==> src/rtl/uart_tx_drain.sv <==
// UART transmitter that drains a show-ahead FIFO one word per frame:
// start bit, DBIT data bits LSB first, optional parity, then the stop period.
module uart_tx_drain #(
  parameter int unsigned DBIT    = 8,
  parameter int unsigned OVS     = 16,
  parameter int unsigned SB_TICK = 16,
  parameter int unsigned PARITY  = 0
) (
  input  logic            clk,
  input  logic            rst_n,
  input  logic            s_tick,
  input  logic            fifo_empty,
  input  logic [DBIT-1:0] fifo_rd_data,
  output logic            fifo_rd,
  output logic            tx,
  output logic            tx_busy,
  output logic            tx_done_tick
);
  localparam int unsigned MAXT   = (OVS > SB_TICK) ? OVS : SB_TICK;
  localparam int unsigned CW     = (MAXT > 1) ? $clog2(MAXT) : 1;
  localparam int unsigned NW     = (DBIT > 1) ? $clog2(DBIT) : 1;
  // Mode 3 is not a valid parity setting and falls back to no parity.
  localparam bit          PAR_EN  = (PARITY == 1) || (PARITY == 2);
  localparam bit          PAR_ODD = (PARITY == 2);

  typedef enum logic [2:0] {IDLE, START, DATA, PAR, STOP} state_t;

  state_t          state, state_next;
  logic [CW-1:0]   s_cnt, s_cnt_next;
  logic [NW-1:0]   n, n_next;
  logic [DBIT-1:0] b_reg, b_next, b_shift;
  logic            par_bit, par_next;
  logic            tx_next, done_next;

  assign b_shift = b_reg >> 1;

  // State and datapath registers; tx, tx_busy and tx_done_tick are registered.
  always_ff @(posedge clk or negedge rst_n) begin
    if (!rst_n) begin
      state        <= IDLE;
      s_cnt        <= '0;
      n            <= '0;
      b_reg        <= '0;
      par_bit      <= 1'b0;
      tx           <= 1'b1;
      tx_busy      <= 1'b0;
      tx_done_tick <= 1'b0;
    end else begin
      state        <= state_next;
      s_cnt        <= s_cnt_next;
      n            <= n_next;
      b_reg        <= b_next;
      par_bit      <= par_next;
      tx           <= tx_next;
      tx_busy      <= (state_next != IDLE);
      tx_done_tick <= done_next;
    end
  end

  // Next-state logic; fifo_rd is the only combinational output (one clk per pop).
  always_comb begin
    state_next = state;
    s_cnt_next = s_cnt;
    n_next     = n;
    b_next     = b_reg;
    par_next   = par_bit;
    tx_next    = tx;
    done_next  = 1'b0;
    fifo_rd    = 1'b0;
    case (state)
      IDLE: begin
        tx_next = 1'b1;
        if (!fifo_empty) begin
          fifo_rd    = rst_n;
          b_next     = fifo_rd_data;
          par_next   = PAR_ODD ? ~(^fifo_rd_data) : ^fifo_rd_data;
          s_cnt_next = '0;
          tx_next    = 1'b0;
          state_next = START;
        end
      end
      START: begin
        if (s_tick) begin
          if (s_cnt == CW'(OVS - 1)) begin
            s_cnt_next = '0;
            n_next     = '0;
            tx_next    = b_reg[0];
            state_next = DATA;
          end else begin
            s_cnt_next = s_cnt + CW'(1);
          end
        end
      end
      DATA: begin
        if (s_tick) begin
          if (s_cnt == CW'(OVS - 1)) begin
            s_cnt_next = '0;
            b_next     = b_shift;
            if (n == NW'(DBIT - 1)) begin
              if (PAR_EN) begin
                tx_next    = par_bit;
                state_next = PAR;
              end else begin
                tx_next    = 1'b1;
                state_next = STOP;
              end
            end else begin
              n_next  = n + NW'(1);
              tx_next = b_shift[0];
            end
          end else begin
            s_cnt_next = s_cnt + CW'(1);
          end
        end
      end
      PAR: begin
        if (s_tick) begin
          if (s_cnt == CW'(OVS - 1)) begin
            s_cnt_next = '0;
            tx_next    = 1'b1;
            state_next = STOP;
          end else begin
            s_cnt_next = s_cnt + CW'(1);
          end
        end
      end
      STOP: begin
        if (s_tick) begin
          if (s_cnt == CW'(SB_TICK - 1)) begin
            s_cnt_next = '0;
            done_next  = 1'b1;
            state_next = IDLE;
          end else begin
            s_cnt_next = s_cnt + CW'(1);
          end
        end
      end
      default: begin
        tx_next    = 1'b1;
        state_next = IDLE;
      end
    endcase
  end
endmodule

==> config.mk <==
export PLATFORM = sky130hd
export DESIGN_NAME = uart_tx_drain
export DESIGN_NICKNAME = d
export VERILOG_FILES = /design/src/rtl/uart_tx_drain.sv
export SDC_FILE = /design/constraint.sdc
export NUM_CORES = 1
export LEC_CHECK = 0
export ABC_AREA = 0
export CAP_MARGIN = 20
export CORE_MARGIN = 1
export CORE_UTILIZATION = 53
export DETAILED_ROUTE_END_ITERATION = 16
export PLACE_DENSITY = 0.87
export SETUP_SLACK_MARGIN = 0.15
export SYNTH_ARGS = -nofsm -noshare
export SYNTH_HDL_FRONTEND = slang
export SYNTH_SLANG_ARGS = --single-unit
==> constraint.sdc <==
create_clock -name clk -period 2.15 [get_ports clk]
set_input_delay 0.3225 -clock clk [delete_from_list [all_inputs] [get_ports clk]]
set_output_delay 0.3225 -clock clk [all_outputs]
set_load 0.02 [all_outputs]
Word level (Yosys, flattened, before mapping)
Index checks and enable logic that the tools add are counted.
{"block": "word_totals", "word_cells": 74, "inputBits": 12, "reg_bits": 21, "output_inout_bits": 4}
{"block": "op_classes", "bitwise": 1, "reduce_logical": 10, "muxes": 39, "n_eq_ne": 15, "add_sub_neg": 2}
{"op": "two-way mux 3 bit", "count": 15}
{"op": "two-way mux 8 bit", "count": 3}
{"op": "inequality test 2 bit (second input constant)", "count": 8}
{"op": "one-hot mux 8 bit (2 select lines)", "count": 1}
{"op": "one-hot mux 3 bit (5 select lines)", "count": 1}
{"op": "two-way mux 1 bit", "count": 13}
{"op": "two-way mux 4 bit", "count": 3}
{"op": "one-hot mux 4 bit (2 select lines)", "count": 1}
{"op": "AND reduction 7 bit", "count": 1}
{"op": "== test 3 x 2 -> 1 bit (second input constant)", "count": 2}
{"op": "== test 3 bit (second input constant)", "count": 2}
{"op": "one-hot mux 3 bit (2 select lines)", "count": 1}
{"op": "AND reduction 6 bit", "count": 1}
{"op": "nonzero test 2 bit", "count": 3}
{"op": "one-hot mux 1 bit (5 select lines)", "count": 1}
{"op": "adder 4 x 1 -> 4 bit (second input constant)", "count": 1}
{"op": "== test 4 bit (second input constant)", "count": 1}
{"op": "AND reduction 4 bit", "count": 1}
{"op": "OR reduction 4 bit", "count": 1}
{"op": "adder 3 x 1 -> 3 bit (second input constant)", "count": 1}
{"op": "== test 3 x 1 -> 1 bit (second input constant)", "count": 1}
{"op": "logical NOT 3 bit", "count": 1}
{"op": "AND reduction 3 bit", "count": 1}
{"op": "nonzero test 3 bit", "count": 1}
{"op": "2 further kinds", "count": 2}

Longest topological paths before layout
Gate-level depths: netlist of the first run.
{"block": "logic_depth", "ltp_word": 6, "mapped_depth": 5, "mapped_depth_nobuf": 5}

Worst setup path after synthesis of the first run
Ideal clock, no wire load.
{"block": "synth_path", "kind": "flip-flop to flip-flop", "start": "register n[0]", "end": "register n[0]", "t_arrival_ps": 1492, "n_path_buf": 0, "t_required_ps": 2001, "stages_incl_launch_ff": 6, "setup_slack_ps": 509, "synth_period_minus_slack_ps": 1641, "setup_time_ps": 149, "cell_sequence": "dfrtp_1 ha_1 ha_1 nand2b_1 a2111oi_2 o221ai_1"}
{"block": "synth_via", "elab_chain_len": 5, "elab_cells_between_ends": 8, "classes_between": "add/sub (1); eq/ne (2); mux (4); reduce/logical (1)"}
{"element": "start: declaration", "line": "30", "source": "logic [NW-1:0] n, n_next;"}
{"element": "start signal: assignment", "line": "51", "source": "n <= n_next;"}
{"element": "adder 3 x 1 -> 3 bit", "line": "108", "source": "n_next = n + NW'(1);"}
{"element": "two-way mux 3 bit", "line": "99", "source": "if (n == NW'(DBIT - 1)) begin"}
{"element": "two-way mux 3 bit", "line": "96", "source": "if (s_cnt == CW'(OVS - 1)) begin"}
{"element": "two-way mux 3 bit", "line": "95", "source": "if (s_tick) begin"}
{"element": "one-hot mux 3 bit (2 select lines)", "line": "70", "source": "case (state)"}
Several ways; a longest one is shown, not always the timed one. The select of a mux whose other input is x is not followed.
A chain may end at the register's enable or synchronous reset.

Worst setup path after layout of the first run
{"block": "layout_path", "start": "register state[2]", "end": "output fifo_rd"}
{"block": "layout_via", "elab_chain_len": 2}
{"element": "start: declaration", "line": "28", "source": "state_t state, state_next;"}
{"element": "start signal: assignment", "line": "49", "source": "state <= state_next;"}
{"element": "logical NOT 3 bit", "line": "70"}
{"element": "two-way mux 1 bit", "line": "70"}
{"element": "end: declaration", "line": "14", "source": "output logic fifo_rd,"}
Every way passes these cells.

==> metrics.txt, run 1 <==
outcome finished clean; clock transition at the registers of the reported paths 0.12 ns; area of the die 0.00244 sq mm; WP data arrival 1.54 ns; area grow syn2layout 18.1%; first-pass GRT wire length 4660 microns; Die Y 49.4 microns; Worst Path Buf+Inv 1; Yosys reg bits 21; Reg2Reg Setup Slack 0.32 ns; Leakage 0.564 nW; die width 49.4 microns; routability congestion estimate 0.843; Fin Hold WS 0.352 ns; vias post-DR 1023; fin nets 153; CP max stage delay 0.40 ns; design area 0.00140 sq mm; max_slew headroom 69.8%; R2R depth 5; number of H-tree levels 1; CTS buffer count 3; Worst path depth 3; clock skew 0.00369 ns; HPWL after DPL 1850 microns; reg-to-reg endpoint n[0]$_DFFE_PN0P_; ordered cell list for the critical path nor4_1 > and2_1 > dlygate4sd2_1; Worst Path Max Fanout 2; Fill cells 169; max-slew violations 0; PwrDens 1150 mW/mm^2; largest net degree at the start of global routing 22; Yosys Warn Count 0; Largest register FFs 8; distinct cell type count after synthesis 39; hold_buf cts 0; Cell Area, Synth 0.00119 sq mm; share of cells above drive strength 1 10.9%; # IOs 16; final antenna-violating net count 0; RSZ-0062 raised after global routing false; post-DR wirelength/cell 15.8 microns; setup ws final 0.287 ns; CP startpoint state[2]$_DFF_PN0_; syn_nets 136; CTS resizes 1; CTS tree yes; Std-Cell Rows 16; drc violations 0; number of synthesized flops with an enable pin 0; Post-CTS Setup Bufs 0; Mean Syn Cell Area 9.82 sq um; Final Hold Vio Count 0; number of global-route vias before repair 1037; Placement Cell Area 0.00138 sq mm; Setup crit end kind primary output; GRT overflow 0; final worst path period share 86.7%; Detailed Routing Iterations Pass 1 4; final setup vio count 0; final worst path period need 1.86 ns; setup TNS 0 ns; Core Area 0.00204 sq mm; Crit-path slowest cell dfrtp_1; GRT Total Usage 25.2%; fin util 68.8%; Total Wirelength 2600 microns; crit path kind register to primary output; antenna violations before repair 0; maximum clock path buffer count 2; # clock sinks 21; Via density 6.24; Initial Util 58.2%; CP required 1.83 ns; root buf cell clkbuf_4; critical path capture point fifo_rd; RR Startpoint n[0]$_DFFE_PN0P_; Seq/Total Area, Yosys 44.3%; port bufs 15; Async S/R FF share, synth 100%; Startpoint Class register; Initial DRC Count 30; f_max 537 MHz; Post-synth top flop dfrtp_1; Slew @ Worst Pin 0.452 ns; worst hold path type input pin to async pin; cell count after synthesis 121; DP Worst Slack 0.0955 ns; kind of cell adding the most delay to the critical path simple AND/OR/NAND/NOR gates; MaxCap Viol Count 0; Max IR drop VDD 0.000838 V; worst skew pair latency 0.32 ns; # diodes 0
==> layout by cell type, fill, tap and decap left out, types with 2 or more instances in the layout <==
cell type	netlist	layout
dfrtp_1	20	20
clkdlybuf4s50_1	0	14
inv_1	9	9
nand3_1	7	7
nand2_1	7	7
o32a_1	7	7
o21a_1	7	7
buf_4	0	6
o21ai_0	5	5
a21oi_1	5	5
o221ai_1	4	4
o311ai_0	4	4
nor2_1	3	3
ha_1	3	3
clkbuf_4	0	3
nand4_1	2	2
a21o_1	2	2
or3b_1	2	2
nand2b_1	2	2
o21bai_1	2	2
or3_1	2	2
mux2i_1	2	2
==> synthesized netlist by cell type, types with 2 or more instances <==
cell / n / share of area, %
dfrtp_1: 20 / 42
inv_1: 9 / 2.8
nand2_1: 7 / 2.2
nand3_1: 7 / 2.9
o21a_1: 7 / 4.4
o32a_1: 7 / 5.9
a21oi_1: 5 / 2.1
o21ai_0: 5 / 2.1
buf_2: 4 / 1.7
clkbuf_1: 4 / 1.3
o221ai_1: 4 / 2.9
o311ai_0: 4 / 2.9
ha_1: 3 / 3.2
nor2_1: 3 / 0.95
a21o_1: 2 / 1.3
mux2i_1: 2 / 1.7
nand2b_1: 2 / 1.1
nand4_1: 2 / 1.1
o21bai_1: 2 / 1.3
or3_1: 2 / 1.1
or3b_1: 2 / 1.5
==> how the worst min path moves through the flow <==
stage                              start                   end
after floorplan                    rst_n  b_reg[0]$_DFFE_PN0P_
after global placement    tx$_DFFE_PN1P_        tx$_DFFE_PN1P_
after detailed placement  tx$_DFFE_PN1P_        tx$_DFFE_PN1P_
after CTS                          rst_n  b_reg[6]$_DFFE_PN0P_
after global routing               rst_n    state[2]$_DFF_PN0_
final                              rst_n    state[2]$_DFF_PN0_
==> kinds of logic after synthesis <==
group,Yosys count,share of synthesized area [%]
buffers and inverters,18,6.21
AO/OA/AOI/OAI,44,28.8
multiplexers,2,1.68
adder cells (fa/ha/maj),3,3.16
flip-flops,21,44.3
AND/OR/NAND/NOR,33,15.8
==> layout make-up <==
class	instances	area, sq um	share of cell area, %
clock buffers	3	22.5	1.60
clock inverters	1	5.00	0.357
inverters	9	33.8	2.41
multi-input cells	82	588	41.9
flip-flops and latches	21	527	37.5
well taps	27	33.8	2.41
repair buffers	21	194	13.8
==> worst register-to-register path, cell delays in order (launching register included) <==
cell	delay, ns
dfrtp_1	0.42
ha_1	0.21
ha_1	0.19
nand2b_1	0.18
a2111oi_2	0.51
o221ai_1	0.20
==> report_power, final <==
group	total, W	switching (W)	internal [W]
registers	0.000689	0.000129	0.000560
logic	0.000719	0.000387	0.000332
clock network	0.000202	0.000132	0.0000698
total	0.00161	0.000649	0.000962
==> stage by stage <==
stage | instances | power [W]
floorplan | 121 | 0.00120
global placement | 160 | 0.00135
detailed placement | 160 | 0.00141
CTS | 164 | 0.00161
global route | 164 | 0.00174
finish | 164 | 0.00161
==> metal layers <==
metal | track usage (%) | wire [microns]
met1 | 32.9 | 1190
met2 | 42.2 | 1290
met3 | 3.74 | 80
met4 | 8.82 | 36
met5 | 0 | 0
(Power assumes the default switching activity.)
==> inputs of run 2 (changes only) <==
- ABC_AREA: 0 -> 1
- SETUP_SLACK_MARGIN: 0.15 -> not set
==> run 2 against run 1 <==
Wire length decreased by 11%. Clock-buffer cell count rose by 1. Flip-flop and latch count stayed put. Synthesized cell count is 27% higher. Final cell count up 21%. Largest power group is now registers. Highest routed layer unchanged.
==> metrics.txt, run 2 <==
Post-synth top flop dfrtp_1; fin nets 187 (+22%); crit path kind register to primary output; worst hold path type input pin to async pin; port bufs 15 (unchanged); GRT Total Usage 21.5% (-3.7 points); reg-to-reg endpoint b_reg[2]$_DFFE_PN0P_; Fill cells 180 (+6.5%); most common cell in the netlist nand2_1; GRT overflow 0 (unchanged); CP max stage delay 0.49 ns (+0.09 ns); Largest register FFs 8 (unchanged); Startpoint Class register; number of H-tree levels 1 (unchanged); clock skew 0.00898 ns (+0.00529 ns); fin util 67.9% (-0.86 points); Async S/R FF share, synth 100% (unchanged); Total Wirelength 2310 microns (-11%); Post-CTS Setup Bufs 0 (unchanged); Leakage 0.701 nW (+24%); number of synthesized flops with an enable pin 0 (unchanged); MaxCap Viol Count 0 (unchanged); Pwr Total 0.00143 W (-11%); Setup crit end kind primary output; # IOs 16 (unchanged); share of cells above drive strength 1 13.5% (+2.5 points); Core Area 0.00204 sq mm (unchanged); Max IR drop VDD 0.000621 V (-26%); main area contributors after synthesis dfrtp_1 (42%), nand2_1 (13%), inv_1 (6.0%); clock transition at the registers of the reported paths 0.12 ns (about the same); routability congestion estimate 0.912 (+8.2%); worst skew pair latency 0.30 ns (-0.02 ns); setup TNS 0 ns (unchanged); first-pass GRT wire length 4070 microns (-13%); CTS buffer count 3 (unchanged); final setup vio count 0 (unchanged); outcome finished clean; CP required 1.83 ns (about the same); Yosys Warn Count 0 (unchanged); Seq/Total Area, Yosys 44.3% (unchanged); Worst Path Max Fanout 8 (+6); maximum clock path buffer count 2 (unchanged); largest net degree at the start of global routing 22 (unchanged); die width 49.4 microns (unchanged); syn_nets 169 (+24%); antenna violations before repair 0 (unchanged); cell count after synthesis 154 (+27%); final antenna-violating net count 0 (unchanged); Reg2Reg Setup Slack 0.50 ns (+0.18 ns); number of global-route vias before repair 989 (-4.6%); Yosys top cell area share 42.1% (unchanged); max-slew violations 0 (unchanged); Detailed Routing Iterations Pass 1 4 (unchanged); Slew @ Worst Pin 0.444 ns (-0.00768 ns); # clock sinks 21 (unchanged); # placed instances 194 (+21%); Crit-path slowest cell dfrtp_1; Via density 5.21 (-16%); final worst path period need 1.94 ns (+0.0755 ns); post-DR wirelength/cell 11.7 microns (-26%); RSZ-0062 raised after global routing false; HPWL after DPL 1700 microns (-8.0%); Mean Syn Cell Area 7.72 sq um (-21%); RR Startpoint s_cnt[0]$_DFFE_PN0P_; root buf cell clkbuf_4; final cell count without fillers 198 (+21%); vias post-DR 1032 (+0.88%); final worst path period share 90.2% (+3.5 points); Initial Util 58.2% (unchanged); drc violations 0 (unchanged); distinct cell type count after synthesis 22 (-44%); Die Y 49.4 microns (unchanged); CTS tree yes; ordered cell list for the critical path nor2_2 > nand3b_2 > nor2_1 > dlygate4sd2_1; WP data arrival 1.62 ns (+0.08 ns); area of the die 0.00244 sq mm (unchanged); Post-synth top cells nand2_1 (41), dfrtp_1 (20), inv_1 (19); most frequent cells in the layout nand2_1 (41), dfrtp_1 (20), inv_1 (19); f_max 516 MHz (-3.9%); Std-Cell Rows 16 (unchanged); leading area contributor after synthesis dfrtp_1; Cell Area, Synth 0.00119 sq mm (unchanged); R2R depth 7 (+2); max_slew headroom 70.3% (+0.46 points); PwrDens 1030 mW/mm^2 (-10%); Yosys reg bits 21 (unchanged); Initial DRC Count 30 (unchanged); most common cell after layout, fill and taps aside nand2_1; Final Hold Vio Count 0 (unchanged); area grow syn2layout 16.6%; # diodes 0 (unchanged)
run 2: routing by layer:
metal | vias to the layer above | global-route usage [%] | share of wire (%)
met5 | - | 0 | 0
met4 | 0 | 6.86 | 1.6
met3 | 4 | 3.74 | 3.7
met2 | 25 | 37.0 | 48
met1 | 479 | 27.2 | 47
li1 | 524 | - | -
run 2: logic make-up after synthesis:
group / synth area share [%]
and+or+nand+nor: 30.7
AOI/OAI and AO/OA: 12.0
buffers and inverters: 9.79
DFF: 44.3
adders and majority gates: 3.16
run 2: worst max path at each step:
stage / startpoint / endpoint / slack, ns / cells past startpoint
4_1_cts: state[1]$_DFF_PN0_ / fifo_rd / 0.22 / 4
6_report: state[0]$_DFF_PN0_ / fifo_rd / 0.21 / 4
3_3_place_gp: fifo_empty / fifo_rd / 0.10 / 4
3_5_place_dp: fifo_empty / fifo_rd / 0.09 / 4
5_1_grt: state[1]$_DFF_PN0_ / fifo_rd / 0.14 / 4
2_1_floorplan: state[0]$_DFF_PN0_ / fifo_rd / 0.76 / 4
run 2: layout make-up:
class / count / area, sq um / share of cell area (%)
timing repair buffer: 17 / 164 / 11.8
sequential: 21 / 527 / 38.0
clock buffer: 4 / 26.3 / 1.90
inverter: 24 / 90.1 / 6.50
multi-input combinational: 105 / 546 / 39.4
tap: 27 / 33.8 / 2.44
run 2: where the power goes:
part | leakage, nW | internal, W | switching, W
sequential | 0.261 | 0.000535 | 0.000109
clock | 0.0150 | 0.0000721 | 0.000117
combinational | 0.425 | 0.000241 | 0.000352
total | 0.701 | 0.000848 | 0.000577
run 2: repair_timing:
action | in CTS | in global routing
hold endpoints to repair | 0 | 0
resized for setup | 1 | 0
endpoints found under the setup margin | 1 | 0
hold buffers | 0 | 0
run 2: through the flow:
| stage | hold WS, ns | setup WS (ns) | cell area, sq um |
|---|---|---|---|
| 2_1_floorplan | 0.0269 | 0.756 | 1190 |
| 3_3_place_gp | 0.467 | 0.102 | 1360 |
| 3_5_place_dp | 0.488 | 0.0871 | 1360 |
| 4_1_cts | 0.395 | 0.216 | 1390 |
| 5_1_grt | 0.419 | 0.138 | 1390 |
| 6_report | 0.387 | 0.211 | 1390 |
run 2: worst max-delay path: cells and delay by family (launching register included):
family / cells / cell delay [ns]
flops: 1 / 0.49
buf+inv: 1 / 0.36
simple gates: 3 / 0.47
